==> src/rtl/nibble_pkg.sv <==
// Shared types and helpers for the nibble packer: output-buffer depth,
// even parity and lane insertion on a word wide enough for any legal packing.
package nibble_pkg;

   localparam int OBUF_DEPTH = 2;
   localparam int MAX_WORD_W = 256;

   typedef logic [MAX_WORD_W-1:0] word_t;

   function automatic logic even_parity(input word_t w);
      return ^w;
   endfunction

   // Replaces bits [lane*lane_w +: lane_w] of word with the low bits of nibble.
   function automatic word_t lane_insert(input word_t       word,
                                         input int unsigned lane,
                                         input int unsigned lane_w,
                                         input word_t       nibble);
      word_t res;
      res = word;
      for (int unsigned i = 0; i < MAX_WORD_W; i++) begin
         if ((i >= lane * lane_w) && (i < (lane + 1) * lane_w)) begin
            res[i] = nibble[i - lane * lane_w];
         end
      end
      return res;
   endfunction

endpackage

==> src/rtl/nibble_obuf.sv <==
// Two-entry valid/ready buffer holding {parity, data}; the head entry is held
// stable until popped, and a simultaneous push/pop leaves the occupancy unchanged.
module nibble_obuf
   import nibble_pkg::*;
#(
   parameter int DATA_W = 9
) (
   input  logic              Rd_clk,
   input  logic              reset,
   input  logic              push,
   input  logic [DATA_W-1:0] push_data,
   input  logic              pop,
   output logic [DATA_W-1:0] head_data,
   output logic              head_valid,
   output logic [1:0]        count
);

   logic [DATA_W-1:0] mem_q [OBUF_DEPTH];
   logic              wr_ptr_q;
   logic              rd_ptr_q;
   logic [1:0]        count_q;
   logic              do_push;
   logic              do_pop;

   assign do_pop  = pop && (count_q != 2'd0);
   assign do_push = push && ((count_q != 2'(OBUF_DEPTH)) || do_pop);

   always_ff @(posedge Rd_clk) begin
      if (reset) begin
         for (int i = 0; i < OBUF_DEPTH; i++) begin
            mem_q[i] <= '0;
         end
         wr_ptr_q <= 1'b0;
         rd_ptr_q <= 1'b0;
         count_q  <= 2'd0;
      end else begin
         if (do_push) begin
            mem_q[wr_ptr_q] <= push_data;
            wr_ptr_q        <= ~wr_ptr_q;
         end
         if (do_pop) begin
            rd_ptr_q <= ~rd_ptr_q;
         end
         case ({do_push, do_pop})
            2'b10:   count_q <= count_q + 2'd1;
            2'b01:   count_q <= count_q - 2'd1;
            default: count_q <= count_q;
         endcase
      end
   end

   assign head_data  = mem_q[rd_ptr_q];
   assign head_valid = (count_q != 2'd0);
   assign count      = count_q;

endmodule

==> src/rtl/nibble_packer.sv <==
// Read-side FIFO stage: pops Width-bit entries, packs NIBBLES of them LSB-first
// into one word and streams words out through a 2-entry valid/ready buffer.
module nibble_packer
   import nibble_pkg::*;
#(
   parameter int Width   = 4,
   parameter int NIBBLES = 2,
   parameter int CNT_W   = 16
) (
   input  logic                       Rd_clk,
   input  logic                       reset,
   input  logic                       Fifo_empty,
   input  logic [Width-1:0]           Fifo_data,
   output logic                       Fifo_rd_en,
   input  logic                       Flush,
   output logic [Width*NIBBLES-1:0]   Out_data,
   output logic                       Out_parity,
   output logic                       Out_valid,
   input  logic                       Out_ready,
   output logic [CNT_W-1:0]           Word_count
);

   localparam int WORD_W = Width * NIBBLES;
   localparam int IDX_W  = $clog2(NIBBLES);
   localparam logic [IDX_W-1:0] LAST_IDX = IDX_W'(NIBBLES - 1);

   logic [WORD_W-1:0] asm_q;
   logic [IDX_W-1:0]  rd_idx_q;
   logic [IDX_W-1:0]  cap_idx_q;
   logic              inflight_q;
   logic              flush_pending_q;
   logic [CNT_W-1:0]  word_cnt_q;

   logic              inflight_last;
   logic              credit_ok;
   logic              flush_resolve;
   logic              flush_push;
   logic              obuf_push;
   logic [WORD_W-1:0] cap_word;
   logic [WORD_W-1:0] push_word;
   logic              push_par;
   logic [WORD_W:0]   head;
   logic [1:0]        obuf_count;

   // Credit only counts words that are certain to land; a same-cycle pop is ignored.
   assign inflight_last = inflight_q && (cap_idx_q == LAST_IDX);
   assign credit_ok     = ({1'b0, obuf_count} + {2'b00, inflight_last}) < 3'd2;
   assign Fifo_rd_en    = !reset && !Fifo_empty && !flush_pending_q && credit_ok;

   assign cap_word = WORD_W'(lane_insert(MAX_WORD_W'(asm_q), 32'(cap_idx_q),
                                         Width, MAX_WORD_W'(Fifo_data)));

   // Flush waits for any in-flight read, so it never races a word completion.
   assign flush_resolve = flush_pending_q && !inflight_q && (obuf_count < 2'd2);
   assign flush_push    = flush_resolve && (cap_idx_q != '0);
   assign obuf_push     = inflight_last || flush_push;
   assign push_word     = inflight_last ? cap_word : asm_q;
   assign push_par      = even_parity(MAX_WORD_W'(push_word));

   always_ff @(posedge Rd_clk) begin
      if (reset) begin
         asm_q           <= '0;
         rd_idx_q        <= '0;
         cap_idx_q       <= '0;
         inflight_q      <= 1'b0;
         flush_pending_q <= 1'b0;
         word_cnt_q      <= '0;
      end else begin
         inflight_q <= Fifo_rd_en;
         if (Fifo_rd_en) begin
            rd_idx_q <= (rd_idx_q == LAST_IDX) ? '0 : rd_idx_q + 1'b1;
         end
         if (inflight_q) begin
            if (inflight_last) begin
               asm_q     <= '0;
               cap_idx_q <= '0;
            end else begin
               asm_q     <= cap_word;
               cap_idx_q <= cap_idx_q + 1'b1;
            end
         end
         if (flush_resolve) begin
            flush_pending_q <= 1'b0;
            if (flush_push) begin
               asm_q     <= '0;
               cap_idx_q <= '0;
               rd_idx_q  <= '0;
            end
         end else if (Flush) begin
            flush_pending_q <= 1'b1;
         end
         if (Out_valid && Out_ready) begin
            word_cnt_q <= word_cnt_q + CNT_W'(1);
         end
      end
   end

   nibble_obuf #(
      .DATA_W (WORD_W + 1)
   ) u_obuf (
      .Rd_clk     (Rd_clk),
      .reset      (reset),
      .push       (obuf_push),
      .push_data  ({push_par, push_word}),
      .pop        (Out_ready),
      .head_data  (head),
      .head_valid (Out_valid),
      .count      (obuf_count)
   );

   assign Out_data   = head[WORD_W-1:0];
   assign Out_parity = head[WORD_W];
   assign Word_count = word_cnt_q;

endmodule
==> config.mk <==
export PLATFORM = sky130hd
export DESIGN_NAME = nibble_packer
export DESIGN_NICKNAME = d
export VERILOG_FILES = /design/src/rtl/nibble_pkg.sv /design/src/rtl/nibble_obuf.sv /design/src/rtl/nibble_packer.sv
export SDC_FILE = /design/constraint.sdc
export NUM_CORES = 1
export LEC_CHECK = 0
export CAP_MARGIN = 10
export CELL_PAD_IN_SITES_DETAIL_PLACEMENT = 1
export CELL_PAD_IN_SITES_GLOBAL_PLACEMENT = 1
export CORE_MARGIN = 2
export CORE_UTILIZATION = 40
export CTS_CLUSTER_DIAMETER = 30
export DETAILED_ROUTE_END_ITERATION = 6
export HOLD_SLACK_MARGIN = 0.12
export PLACE_DENSITY = 0.88
export RECOVER_POWER = 25
export REMOVE_ABC_BUFFERS = 1
export SYNTH_ARGS = -nofsm -noshare
export SYNTH_HDL_FRONTEND = slang
export SYNTH_SLANG_ARGS = --single-unit
export TNS_END_PERCENT = 5
==> constraint.sdc <==
create_clock -name Rd_clk -period 3 [get_ports Rd_clk]
set_clock_uncertainty 0.1 [all_clocks]
set_input_delay 0.6 -clock Rd_clk [delete_from_list [all_inputs] [get_ports Rd_clk]]
set_output_delay 0.6 -clock Rd_clk [all_outputs]
set_load 0.01 [all_outputs]
==> results.toml <==
[floorplan]
initial_core_util_pct = 41.0
die_w_um = 81.5
row_count = 28
die_h_um = 81.5
io_pins = 36
die_area_sq_um = 6630
core_area_sq_um = 5850

[drt]
drcViolationCount = 0
ant_nets = 0
dr.pass1.iters = 4
first_iter_violations = 55
vias = 1865
routed_wl_um = 5690
viasPerCell = 5.18
avgRoutedWirePerCell_um = 15.8

[sta]
fin_crit_sh_pct = 90.7
setup_tns_ps = 0
worst_pin_slew_ps = 608
setup_viol = 0
rsz0062_at_grt = "false"
slew_violations = 0
slew-limit-headroom_pct = 59.3
period_minus_slack_ps = 2720
hold_viol = 0
fmax_mhz = 367
holdWs_ps = 402

[run]
max-cap-violations = 0

[yosys]
synth_area_sq_um = 2400
synth-edff-count = 18
yosysWarnings = 0
postSynthAreaPerCell_sq_um = 9.56
synthArstFlopShare_pct = 0
ys_seq_area_share_pct = 49.2
ys_ff_latch = 50
synthFlopType = "dfxtp_1"
postSynthCellCount = 251
synth_cell_types = 37

[clock_tree]
post-cts-setup-buffer-count = 0
ctsRootBufferMaster = "clkbuf_8"
clock_latency_ps = 310
clk_path_buf_depth = 2
cts_tree = "built"
cts.reportedPaths.clkPinSlew_ps = 80
clkSinkCount = 50
htree_num_levels = 2
cts_buffers = 5

[critical_path]
crit_path_end = "Fifo_rd_en"
path_max_fanout = 2
critPathRequiredTime_ps = 2300
r2r_start = "inflight_q$_SDFF_PP0_"
r2r_cells = 4
crit_type = "primary input to output pin"
startpoint_type = "primary input"
worst_setup_path_end_kind = "output pin"
reg2reg_slack_ps = 510
startpoint = "reset"
rr_endpoint = "u_obuf.mem_q[1][7]$_SDFFCE_PN0P_"
arrival_ps = 2020

[global_route]
grt_pass1_wl_um = 9380
groute.usage.overall_pct = 18.6
grt_start_max_net_pins = 29
overflow = 0
grt_pass1_vias = 1904
antenna_found_initial = 0

[finish]
layout.cells.non_filler = 360
finish.instance_area_sq_um = 2910
nNetsFinal = 295
layout_common_cells = "46 x nor2_1, 32 x dfxtp_1, 32 x clkdlybuf4s50_1, 22 x a21oi_1, 18 x edfxtp_1"
final_layout_size_suffix_gt1_share_pct = 8.77
final_common_cell = "nor2_1"
area_delta_synth_final_pct = 21.3
diodes = 0

[power_and_ir_drop]
swShare_pct = 24.9
power_frac_seq_pct = 58.2
p_int_w = 0.000960
clkPwrFrac_pct = 29.9
ir_worst_vdd_uv = 239
p_switching_w = 0.000318
cellPowerDensity_nw_per_um2 = 439
power_leakage_nw = 1.09
pwr-share-comb_pct = 11.9

[placed_design]
gp_congestion = 0.759
dp_hpwl_um = 4020
dp_cells = 352
io_buffers = 35
dpl-instance-area_sq_um = 2830

[status]
status = "completed"

[hold_path]
min_path_type = "flip-flop to flip-flop"
hp-start = "asm_q[4]$_SDFF_PP0_"
power by group through the flow:
| stage | clock (W) | combinational (W) | sequential (W) |
|---|---|---|---|
| final | 0.000382 | 0.000152 | 0.000744 |
| after global routing | 0.000417 | 0.000169 | 0.000748 |
| after CTS | 0.000386 | 0.000156 | 0.000745 |
| after detailed placement | 0 | 0.000154 | 0.000760 |
| after global placement | 0 | 0.000146 | 0.000757 |
| after floorplan | 0 | 0.0000857 | 0.000756 |
registers in the layout, indices dropped and copies added, names as in the netlist, named ones only:
register / count
cap_idx_q: 1
u_obuf.count: 2
u_obuf.wr_ptr_q: 1
u_obuf.mem_q: 18
flush_pending_q: 1
inflight_q: 1
asm_q: 8
Word_count: 16
u_obuf.rd_ptr_q: 1
Yosys cell counts (2+ instances only):
master | count | area [sq um]
clkbuf_1 | 11 | 41.3
or3_1 | 3 | 18.8
nor3_1 | 6 | 30.0
a21oi_1 | 22 | 110
nand2b_1 | 5 | 31.3
o21ai_0 | 3 | 15.0
nor2_1 | 46 | 173
or2_2 | 2 | 12.5
xor2_1 | 12 | 105
dfxtp_1 | 32 | 641
ha_1 | 2 | 25.0
and3_1 | 2 | 12.5
buf_2 | 3 | 15.0
xnor2_1 | 13 | 114
mux2i_1 | 13 | 130
nand2_1 | 16 | 60.1
edfxtp_1 | 18 | 541
nand3_1 | 8 | 40.0
nand3b_1 | 4 | 30.0
mux2_2 | 9 | 101
inv_1 | 4 | 15.0
and2_1 | 2 | 12.5
what timing repair did:
action | in CTS | in global routing
endpoints found under the setup margin | 0 | 1
hold buffers | 0 | 0
resized for setup | 0 | 1
how the worst min path moves through the flow:
stage | slack [ps] | end | cells after the start
5_1_grt | 440 | asm_q[4]$_SDFF_PP0_ | 2
3_3_place_gp | 370 | asm_q[4]$_SDFF_PP0_ | 2
4_1_cts | 400 | asm_q[4]$_SDFF_PP0_ | 2
3_5_place_dp | 390 | asm_q[4]$_SDFF_PP0_ | 2
6_report | 400 | asm_q[4]$_SDFF_PP0_ | 2
2_1_floorplan | 350 | flush_pending_q$_SDFFE_PP0P_ | 1
kinds of logic (layout without fill, tap and decap cells):
family / after synthesis / after routing / share of synthesized area [%]
adder cells (fa/ha/maj): 2 / 2 / 1.04
multiplexers: 22 / 22 / 9.65
AO/OA/AOI/OAI: 30 / 30 / 6.93
flip-flops: 50 / 50 / 49.2
buffers and inverters: 19 / 53 / 3.28
XOR/XNOR: 25 / 25 / 9.12
AND/OR/NAND/NOR: 103 / 103 / 20.8
critical path, stage by stage:
cell and delay, ps:
dlygate4sd3_1 590, or4_1 510, a21oi_1 140, dlymetal6s2s_1 170
cell type report:
cell class / instances / area (sq um)
Clock buffer: 6 / 72.6
Clock inverter: 2 / 11.3
Fill cell: 672 / 2940
Inverter: 4 / 15.0
Multi-Input combinational cell: 182 / 1140
Sequential cell: 50 / 1180
Tap cell: 75 / 93.8
Timing Repair Buffer: 41 / 398
routing by layer:
layer / GRT usage (%) / share of wire [%] / vias up
met4: 5.59 / 1.3 / 0
met5: 0 / 0 / -
met3: 3.63 / 2.1 / 5
met2: 31.9 / 52 / 18
li1: - / - / 922
met1: 23.7 / 45 / 920
metrics by stage:
stage | utilization (%) | total power (W) | worst slack (ps)
after floorplan | - | 0.000842 | 608
after global placement | 48.3 | 0.000903 | 26.3
after detailed placement | 48.3 | 0.000914 | 24.4
after CTS | 49.7 | 0.00129 | 10.0
after global routing | 49.8 | 0.00133 | 224
final | 49.8 | 0.00128 | 278
(Power assumes the default switching activity.)
